--- src/rtl/lc3_arb_pkg.sv ---
// Shared arbitration constants and elaboration helpers for LC-3 arbitrated muxes.
// No logic; constants and a constant function only.
// No handshake; not applicable.
package lc3_arb_pkg;

    localparam int ARB_MODE_FIXED = 0;
    localparam int ARB_MODE_RR    = 1;

    function automatic int clog2(input int n);
        int r;
        r = 0;
        while ((1 << r) < n) r++;
        return r;
    endfunction

endpackage

--- src/rtl/arb_picker.sv ---
// Rotating-priority request search: first set req starting at ptr (or 0 in fixed mode).
// Purely combinational, zero latency.
// No handshake; the caller qualifies the result.
module arb_picker
    import lc3_arb_pkg::*;
#(
    parameter int NCH  = 4,
    parameter int SELW = 2,
    parameter int MODE = ARB_MODE_FIXED
) (
    input  logic [NCH-1:0]  req,
    input  logic [SELW-1:0] ptr,
    output logic            any,
    output logic [SELW-1:0] idx
);

    always_comb begin
        int start;
        int c;
        logic [SELW-1:0] ci;
        any   = 1'b0;
        idx   = '0;
        start = 0;
        c     = 0;
        ci    = '0;
        // An out-of-range pointer falls back to channel 0 so no index >= NCH is ever formed.
        if (MODE == ARB_MODE_RR && int'(ptr) < NCH) start = int'(ptr);
        for (int k = 0; k < NCH; k++) begin
            c = start + k;
            if (c >= NCH) c = c - NCH;
            ci = SELW'(c);
            if (!any && req[ci]) begin
                any = 1'b1;
                idx = ci;
            end
        end
    end

endmodule

--- src/rtl/arb_mux.sv ---
// N-channel arbitrated mux (fixed priority or round-robin) into a single registered output slot.
// Latency: one cycle from acceptance to out_valid; one transfer per cycle while out_ready=1.
// Backpressure: out_valid & !out_ready stalls the slot, drops all in_ready, and freezes rr_ptr.
module arb_mux
    import lc3_arb_pkg::*;
#(
    parameter int NCH      = 4,
    parameter int SELW     = 2,
    parameter int DATASIZE = 16,
    parameter int MODE     = ARB_MODE_FIXED
) (
    input  logic                    clk,
    input  logic                    rst,
    input  logic [NCH*DATASIZE-1:0] in_data,
    input  logic [NCH-1:0]          in_valid,
    output logic [NCH-1:0]          in_ready,
    output logic [DATASIZE-1:0]     out_data,
    output logic [SELW-1:0]         out_sel,
    output logic                    out_valid,
    input  logic                    out_ready
);

    if (SELW != clog2(NCH) || NCH < 2 || NCH > 16) begin : g_bad_nch
        $error("arb_mux: SELW must equal clog2(NCH) with NCH in 2..16");
    end
    if (MODE != ARB_MODE_FIXED && MODE != ARB_MODE_RR) begin : g_bad_mode
        $error("arb_mux: MODE must be 0 or 1");
    end

    logic                load;
    logic                any;
    logic                take;
    logic [SELW-1:0]     winner;
    logic [SELW-1:0]     rr_ptr;
    logic [DATASIZE-1:0] win_data;

    arb_picker #(
        .NCH  (NCH),
        .SELW (SELW),
        .MODE (MODE)
    ) u_picker (
        .req (in_valid),
        .ptr (rr_ptr),
        .any (any),
        .idx (winner)
    );

    assign load = !out_valid || out_ready;
    assign take = load && any;

    always_comb begin
        in_ready = '0;
        win_data = '0;
        for (int i = 0; i < NCH; i++) begin
            in_ready[i] = take && !rst && (winner == SELW'(i));
            if (winner == SELW'(i)) win_data = in_data[i*DATASIZE +: DATASIZE];
        end
    end

    always_ff @(posedge clk or posedge rst) begin
        if (rst) begin
            out_valid <= 1'b0;
            out_data  <= '0;
            out_sel   <= '0;
            rr_ptr    <= '0;
        end else if (take) begin
            out_valid <= 1'b1;
            out_data  <= win_data;
            out_sel   <= winner;
            // Explicit wrap so non-power-of-two NCH never points past the last channel.
            if (MODE == ARB_MODE_RR)
                rr_ptr <= (winner == SELW'(NCH - 1)) ? '0 : winner + SELW'(1);
        end else if (load) begin
            out_valid <= 1'b0;
        end
    end

endmodule

--- config.mk ---
export PLATFORM = sky130hd
export DESIGN_NAME = arb_mux
export DESIGN_NICKNAME = d
export VERILOG_FILES = /design/src/rtl/lc3_arb_pkg.sv /design/src/rtl/arb_picker.sv /design/src/rtl/arb_mux.sv
export SDC_FILE = /design/constraint.sdc
export NUM_CORES = 1
export LEC_CHECK = 0
export ABC_AREA = 1
export ABC_CLOCK_PERIOD_IN_PS = 1250
export CAP_MARGIN = 20
export CORE_UTILIZATION = 32
export CTS_CLUSTER_SIZE = 12
export DETAILED_ROUTE_END_ITERATION = 8
export PLACE_DENSITY = 0.87
export SLEW_MARGIN = 20
export SYNTH_ARGS = -nofsm -noshare
export SYNTH_HDL_FRONTEND = slang
export SYNTH_SLANG_ARGS = --single-unit
export TNS_END_PERCENT = 20
--- constraint.sdc ---
create_clock -name clk -period 1.25 [get_ports clk]
set_clock_uncertainty 0.15 [all_clocks]
set_input_delay 0.25 -clock clk [delete_from_list [all_inputs] [get_ports clk]]
set_output_delay 0.25 -clock clk [all_outputs]
set_load 0.01 [all_outputs]
After elaboration in Yosys (flattened, before gate mapping)
Index checks and enable logic that the tools add are counted.
- word-level logic and storage cells: 36
- register bits after elaboration: 19
- input port bits: 71
- output and inout bits: 23
- reductions and logical operators: 17
- equal/unequal tests: 3
- mux-type cells: 13
- operators with widths (cell ; count):
    2-to-1 mux 16 bit ; 4
    logical AND 1 bit ; 9
    2-to-1 mux 1 bit ; 7
    zero test 1 bit ; 5
    equality test 2 bit (second input constant) ; 2
    2-to-1 mux 2 bit ; 2
    equality test 2 x 1 -> 1 bit (second input constant) ; 1
    zero test 2 bit ; 1
    nonzero test 2 bit ; 1
    logical OR 1 bit ; 1

Logic depth before layout (Yosys ltp)
Gate-level depths: netlist of run 1.
- depth in word-level cells: 15
- depth in mapped cells: 8
- depth with buffers taken out: 7

Modules after synthesis
Synthesis of run 1 repeated with hierarchy kept, for this count alone.
- cells, all modules: 202
- area total of the unflattened synthesis: 1276.2 µm²
- modules (own cells, without submodules) (module ; cells each ; area an instance (µm²) ; instances):
    arb_mux ; 194 ; 1239.9 ; 1
    arb_picker ; 8 ; 36.3 ; 1

Least setup slack after synthesis of run 1
OpenSTA, ideal clock, no wires.
- kind: reg-to-output
- start: reg out_valid
- end: out in_ready[2]
- arrival: 1.162 ns
- stages on the path, launching flop included: 7
- path slack: -0.312 ns
- required time: 0.850 ns
- buffers on the path: 1
- cell sequence: dfrtp_1 inv_1 nor2_1 a21oi_4 buf_6 nand2_2 nor3_1
- cells in the longest elaborated chain, start to end: 5
- ends and longest elaborated chain (item ; line ; source):
    from (decl) ; arb_mux.sv:19 ; output logic out_valid,
    from (signal assigned) ; arb_mux.sv:62 ; out_valid <= 1'b0;
    from (signal assigned) ; arb_mux.sv:67 ; out_valid <= 1'b1;
    from (signal assigned) ; arb_mux.sv:74 ; out_valid <= 1'b0;
    zero test 1 bit ; arb_mux.sv:48 ; assign load = !out_valid || out_ready;
    logical OR 1 bit ; arb_mux.sv:48 ;
    logical AND 1 bit ; arb_mux.sv:49 ; assign take = load && any;
    logical AND 1 bit (2 in series) ; arb_mux.sv:55 ; in_ready[i] = take && !rst && (winner == SELW'(i));
    to (decl) ; arb_mux.sv:16 ; output logic [NCH-1:0] in_ready,
Every way passes these cells.

Final worst setup path of run 1
Same ends and word-level chain as after synthesis.

==> results of run 1 <==
[cell usage after synthesis (2+ instances only)]
master	count	area share, %
inv_1	11	3.1
dfrtp_1	19	35
o211ai_1	11	6.1
nor2_1	43	12
nand3_1	32	12
buf_2	4	1.5
nand2_1	59	16
buf_6	4	3.4
buf_4	2	1.1
o21ai_0	7	2.6
nand2_2	2	0.93
inv_2	2	0.56
[report_power, final]
part | switching [W] | internal, W | total (W) | leakage (nW)
combinational | 0.000387 | 0.000463 | 0.000850 | 0.961
clock | 0.000207 | 0.000222 | 0.000429 | 0.0255
sequential | 0.0000511 | 0.000711 | 0.000762 | 0.227
[state kept, by name (all words and copies together) (netlist names)]
name / flops
out_data: 16
out_sel: 2
out_valid: 1
[cell usage in the layout (no fill, tap or decap)]
cell             count
clkdlybuf4s50_1     65
nand2_1             58
nor2_1              39
nand3_1             32
buf_4               25
buf_2               22
dfrtp_1             19
o211ai_1            11
inv_1                9
o21ai_0              6
nor2_2               5
dlygate4sd2_1        5
inv_2                4
nand2_2              3
clkbuf_8             3
buf_6                3
buf_12               2
nor2_4               1
nand3_4              1
a21oi_4              1
a31oi_1              1
nor3_2               1
o21ai_1              1
clkinv_2             1
buf_8                1
[cell families (layout without fill, tap and decap cells)]
family	count (synthesis)	after routing	synth area share, %
simple gates	140	140	44.3
compound gates	20	20	10.4
buf+inv	24	140	9.87
flops	19	19	35.4
[metrics by stage]
step	area, sq um	setup TNS, ns	total power, W	cells	utilization, %
floorplan	1350	-1.30	0.00112	203	-
global placement	2450	-16.62	0.00167	357	60.8
detailed placement	2450	-17.61	0.00169	357	60.8
CTS	2430	-4.66	0.00204	367	60.4
global route	2470	-7.52	0.00218	369	61.2
finish	2470	-5.55	0.00204	369	61.2
[path summary, 6_finish.rpt]
path / from / to / slack [ns] / depth (start not counted)
hold reg to reg: out_data[11]$_DFFE_PP0N_ / out_data[11]$_DFFE_PP0N_ / 0.33 / 2
max in group asynchronous: rst / out_valid$_DFFE_PP0P_ / 0.51 / 3
setup / recovery: out_valid$_DFFE_PP0P_ / in_ready[2] / -0.38 / 6
setup reg to reg: out_valid$_DFFE_PP0P_ / out_data[5]$_DFFE_PP0N_ / -0.27 / 10
min in group asynchronous: rst / out_data[8]$_DFFE_PP0N_ / 0.24 / 3
hold / removal: out_ready / out_valid$_DFFE_PP0P_ / 0.22 / 2
[final cells by class]
cell class | instances | share of cell area (%)
repair buffers | 123 | 43.8
multi-input cells | 160 | 30.5
flip-flops and latches | 19 | 19.3
well taps | 50 | 2.54
inverters | 13 | 1.98
clock buffers | 3 | 1.67
clock inverters | 1 | 0.203
[routing by layer]
metal | share of wire [%] | vias to the layer above | wire length, um
met5 | 0 | - | 0
met4 | 1.5 | 0 | 76
met3 | 12 | 6 | 575
met2 | 49 | 90 | 2400
li1 | - | 888 | -
met1 | 38 | 785 | 1870
[repair_timing]
| action | CTS | global route |
|---|---|---|
| pin swaps | 2 | 2 |
| setup buffers | 6 | 2 |
| setup endpoints to repair | 42 | 24 |
| cloned | 0 | 0 |
| resized for setup | 101 | 7 |
==> run summary, run 1 <==
Status: complete, but fails checks
Failing checks: negative setup slack
Synth Area per Inst: 6.62 sq um
Static Leak: 1.21 nW
Met1 usage in global routing: 22.1%
Hold WC Path Type: in2reg
Crit Path Category: reg2out
Achievable Freq: 615 MHz
Maximum VDD drop: 0.792 mV
Cell chain of the critical path: inv_2 -> nor2_2 -> a21oi_4 -> nand2_2 -> nor3_2 -> buf_2
PD cells: 827 mW/mm^2
Number of global-route vias before repair: 1675
CP Buf/Inv Count: 2
DIE AREA: 0.00446 sq mm
Gpl congestion: 0.794
# fillers: 394
Setup crit end kind: primary output
GRT overflow: 0
Clock sinks: 19
IO Count: 94
Gate Count Post-Synth: 203
Multi-input logic area: 753 sq um
First-pass GRT wire length: 7.35 mm
CTS tree: built
Setup WS pre-CTS: -0.910 ns
Avg Vias per Cell: 4.79
Worst setup SP type: register
Post-DRT Antenna Nets: 0
GR Util met2: 43.4%
CTS hold repair buffers: 0
Netlist cell types: 19
Grt peak-use layer: met2
Synth warnings: 0
Buffers added on ports: 93
Maxcap violations: 0
Core Region: 0.00403 sq mm
WHS: 0.215 ns
Skew-Pair Late Insertion Delay: 0.25 ns
Max_slew headroom: 78.5%
CP max stage cell: dfrtp_1
DIE HEIGHT: 66.8 um
CP delay by family, top: flip-flops
Htree depth: 1
Slew @ Worst Pin: 0.322 ns
Main synth FF type: dfrtp_1
Starting Density: 33.4%
DRT Pass-1 Iters: 4
Largest net degree at the start of global routing: 20
Post-DP HPWL: 3.82 mm
Mapped Area: 0.00134 sq mm
Iter 0 DRT Violations: 46
Post-synth EDFFs: 0
Clock Root Buffer: clkbuf_8
Final critical-path required period: 1.63 ns
CP peak stage delay: 0.39 ns
DRC: 0
Initial antenna violation count: 0
Tcrit/Tclk final: 130%
Worst Path Arrival: 1.23 ns
Final Max Tran Viols: 0
Seq. cell area: 475 sq um
Unrepaired setup endpoints after global routing: yes
Crit-path max FO: 4
Syn_nets: 274
Post-synthesis async set-or-reset flop share: 100%
Clock-pin slew on the worst setup and hold paths: 0.07 ns
Die Wd: 66.8 um
Layout Area Growth over Synthesis: 83.6%
Synthesized flop and latch total: 19
Fin. Hold Viols: 0
Req. time, crit path: 0.85 ns
Ant. Diodes: 0
Row count: 23
Final Setup Violations: 24
Grt met3 use: 7.88%
Final nets: 391
Routed length per placed instance: 13.3 um
Global-route usage over all layers: 22.4%
Clk buf depth: 2
Layout cells sized above 1: 22.9%
Routed WL: 4.92 mm
TritonCTS Buffers: 3
Register area share after synthesis: 35.4%
Via Count: 1769
Setup ws final: -0.376 ns
Power figures use the tool's default switching activity.
==> run 2, diff against run 1 <==
--- a/config.mk
+++ b/config.mk
@@ -8,6 +8,7 @@
 export ABC_AREA = 1
 export ABC_CLOCK_PERIOD_IN_PS = 1250
 export CAP_MARGIN = 20
+export CORE_MARGIN = 2
 export CORE_UTILIZATION = 32
 export CTS_CLUSTER_SIZE = 12
 export DETAILED_ROUTE_END_ITERATION = 8
==> constraint.sdc (replaced) <==
create_clock -name clk -period 1.25 [get_ports clk]
set_clock_uncertainty 0.15 [all_clocks]
set_input_delay 0.3125 -clock clk [delete_from_list [all_inputs] [get_ports clk]]
set_output_delay 0.3125 -clock clk [all_outputs]
set_load 0.01 [all_outputs]
==> run 2 against run 1 <==
  * The flow still finishes with violations (negative setup slack)
  * Utilization is 0.68 points higher
  * Global-route usage is 1.8 points lower
  * Total power is 0.78% higher
  * Sequential share of layout area is 0.21 points lower
  * First-iteration DRC count is 28% higher
  * Worst hold slack better by 0.015 ns
  * Largest cell class unchanged
==> run summary, run 2 (same netlist as run 1, synthesis figures left out) <==
Commonest non-fill, non-tap cell in the layout: clkdlybuf4s50_1 (unchanged)
CTS hold repair buffers: 0 (unchanged)
DRC: 0 (unchanged)
PD cells: 824 mW/mm^2 (was 827 mW/mm^2)
Via Count: 1748 (was 1769)
Core Region: 0.00403 sq mm (unchanged)
Final critical-path required period: 1.73 ns (was 1.63 ns)
Critical Path Start: out_valid$_DFFE_PP0P_ (unchanged)
Reg2reg start: out_valid$_DFFE_PP0P_ (unchanged)
Clock-pin slew on the worst setup and hold paths: 0.07 ns (about the same)
Setup ws final: -0.478 ns (was -0.376 ns)
Final Setup Violations: 25 (was 24)
Largest net degree at the start of global routing: 20 (unchanged)
Most frequent cells in the layout: clkdlybuf4s50_1, nand2_1, nor2_1, nand3_1, buf_4 (unchanged)
TritonCTS Buffers: 3 (unchanged)
Switch Pwr: 0.000641 W (was 0.000646 W)
Fin. Hold Viols: 0 (unchanged)
IO Count: 94 (unchanged)
Reg2Reg Setup Slack: -0.34 ns (was -0.27 ns)
Req. time, crit path: 0.79 ns (was 0.85 ns)
Clock power share: 20.6% (was 21.0%)
Die Wd: 68.8 um (was 66.8 um)
Iter 0 DRT Violations: 59 (was 46)
DRT Pass-1 Iters: 4 (unchanged)
Number of global-route vias before repair: 1652 (was 1675)
Final nets: 391 (unchanged)
DIE HEIGHT: 68.8 um (was 66.8 um)
Fin Setup TNS: -7.73 ns (was -5.55 ns)
Clock sinks: 19 (unchanged)
GRT overflow: 0 (unchanged)
Htree depth: 1 (unchanged)
First-pass GRT wire length: 7.25 mm (was 7.35 mm)
Int Power: 0.00142 W (was 0.00140 W)
Worst setup SP type: register (unchanged)
Maximum VDD drop: 0.465 mV (was 0.792 mV)
Achievable Freq: 579 MHz (was 615 MHz)
WHS: 0.230 ns (was 0.215 ns)
CTS tree: built (unchanged)
Clk buf depth: 2 (unchanged)
Gpl congestion: 0.914 (was 0.794)
Post-DP HPWL: 3.80 mm (was 3.82 mm)
Slew @ Worst Pin: 0.245 ns (was 0.322 ns)
Routed length per placed instance: 13.1 um (was 13.3 um)
DIE AREA: 0.00473 sq mm (was 0.00446 sq mm)
Status: complete, but fails checks (unchanged)
Failing checks: negative setup slack (unchanged)
Clock Root Buffer: clkbuf_8 (unchanged)
Setup crit end kind: primary output (unchanged)
Net Sw Frac: 31.2% (was 31.6%)
Max_slew headroom: 83.6% (was 78.5%)
Tcrit/Tclk final: 138% (was 130%)
Row count: 23 (unchanged)
Buffers added on ports: 93 (unchanged)
Worst Path Arrival: 1.27 ns (was 1.23 ns)
Hold WC Path Type: in2async (was in2reg)
Initial antenna violation count: 1 (was 0)
# fillers: 396 (was 394)
Avg Vias per Cell: 4.72 (was 4.79)
Starting Density: 33.4% (unchanged)
Layout cells sized above 1: 22.6% (was 22.9%)
Max reg flops: 16 (unchanged)
Unrepaired setup endpoints after global routing: yes (unchanged)
Post-DRT Antenna Nets: 0 (unchanged)
Crit Path Category: reg2out (unchanged)
Maxcap violations: 0 (unchanged)
Global-route usage over all layers: 20.5% (was 22.4%)
Static Leak: 1.22 nW (was 1.21 nW)
Skew-Pair Late Insertion Delay: 0.25 ns (about the same)
Biggest regs: out_data (16), out_sel (2), out_valid (1) (unchanged)
Final Max Tran Viols: 0 (unchanged)
Routed WL: 4.87 mm (was 4.92 mm)
Gate power share: 42.1% (was 41.7%)
Crit-path max FO: 4 (unchanged)
Layout Area Growth over Synthesis: 85.7% (was 83.6%)
Largest Register: out_data (unchanged)
Part of the power in registers: 37.3% (about the same)
## run 2: stage by stage
stage	instance area, sq um	util (%)	power (W)	setup WS (ns)	instances
floorplan	1350	-	0.00112	-0.275	203
global placement	2420	60.2	0.00165	-1.02	355
detailed placement	2420	60.2	0.00167	-1.09	355
CTS	2450	60.8	0.00204	-0.516	367
global route	2490	61.9	0.00220	-0.524	370
finish	2490	61.9	0.00206	-0.478	370
## run 2: cell type report
class                           instances  area, sq um  area share [%]
Timing Repair Buffer                  123         1100            44.0
Multi-Input combinational cell        160          756            30.3
Sequential cell                        19          475            19.1
Tap cell                               50         62.6            2.51
Inverter                               13         55.1            2.21
Clock buffer                            3         41.3            1.65
Clock inverter                          1         5.00           0.201
Antenna cell                            1         2.50           0.100
## run 2: timing repair
| action | CTS | global route |
|---|---|---|
| pin swaps | 3 | 6 |
| gates cloned | 0 | 0 |
| buffers inserted | 8 | 2 |
| resized for setup | 105 | 6 |
| endpoints found under the setup margin | 42 | 41 |
## run 2: critical path, stage by stage (launching register included)
cell	delay, ns
dfrtp_1	0.39
inv_2	0.07
nor2_2	0.05
a21oi_4	0.15
nand2_4	0.08
nor3_2	0.12
buf_2	0.16
## run 2: power by group through the flow
stage | Combinational [W] | Sequential (W) | Clock, W
after floorplan | 0.000298 | 0.000818 | 0
after global placement | 0.000878 | 0.000774 | 0
after detailed placement | 0.000892 | 0.000776 | 0
after CTS | 0.000844 | 0.000762 | 0.000432
after global routing | 0.000952 | 0.000777 | 0.000467
final | 0.000866 | 0.000767 | 0.000424
## run 2: worst paths after layout
path                       cells after the start                        to
hold reg to reg                                2  out_data[15]$_DFFE_PP0N_
hold / removal                                 4   out_data[3]$_DFFE_PP0N_
min in group clk                               2     out_valid$_DFFE_PP0P_
max in group asynchronous                      4   out_data[9]$_DFFE_PP0N_
setup / recovery                               6               in_ready[2]
setup reg to reg                              11  out_data[15]$_DFFE_PP0N_
## run 2: per-layer routing
metal  global-route usage (%)  vias to the layer above  part of all wire, %
li1                         -                      890                    -
met1                     22.0                      781                   39
met2                     40.6                       77                   50
met3                     5.68                        0                   11
met4                     2.45                        0                    0
met5                        0                        -                    0
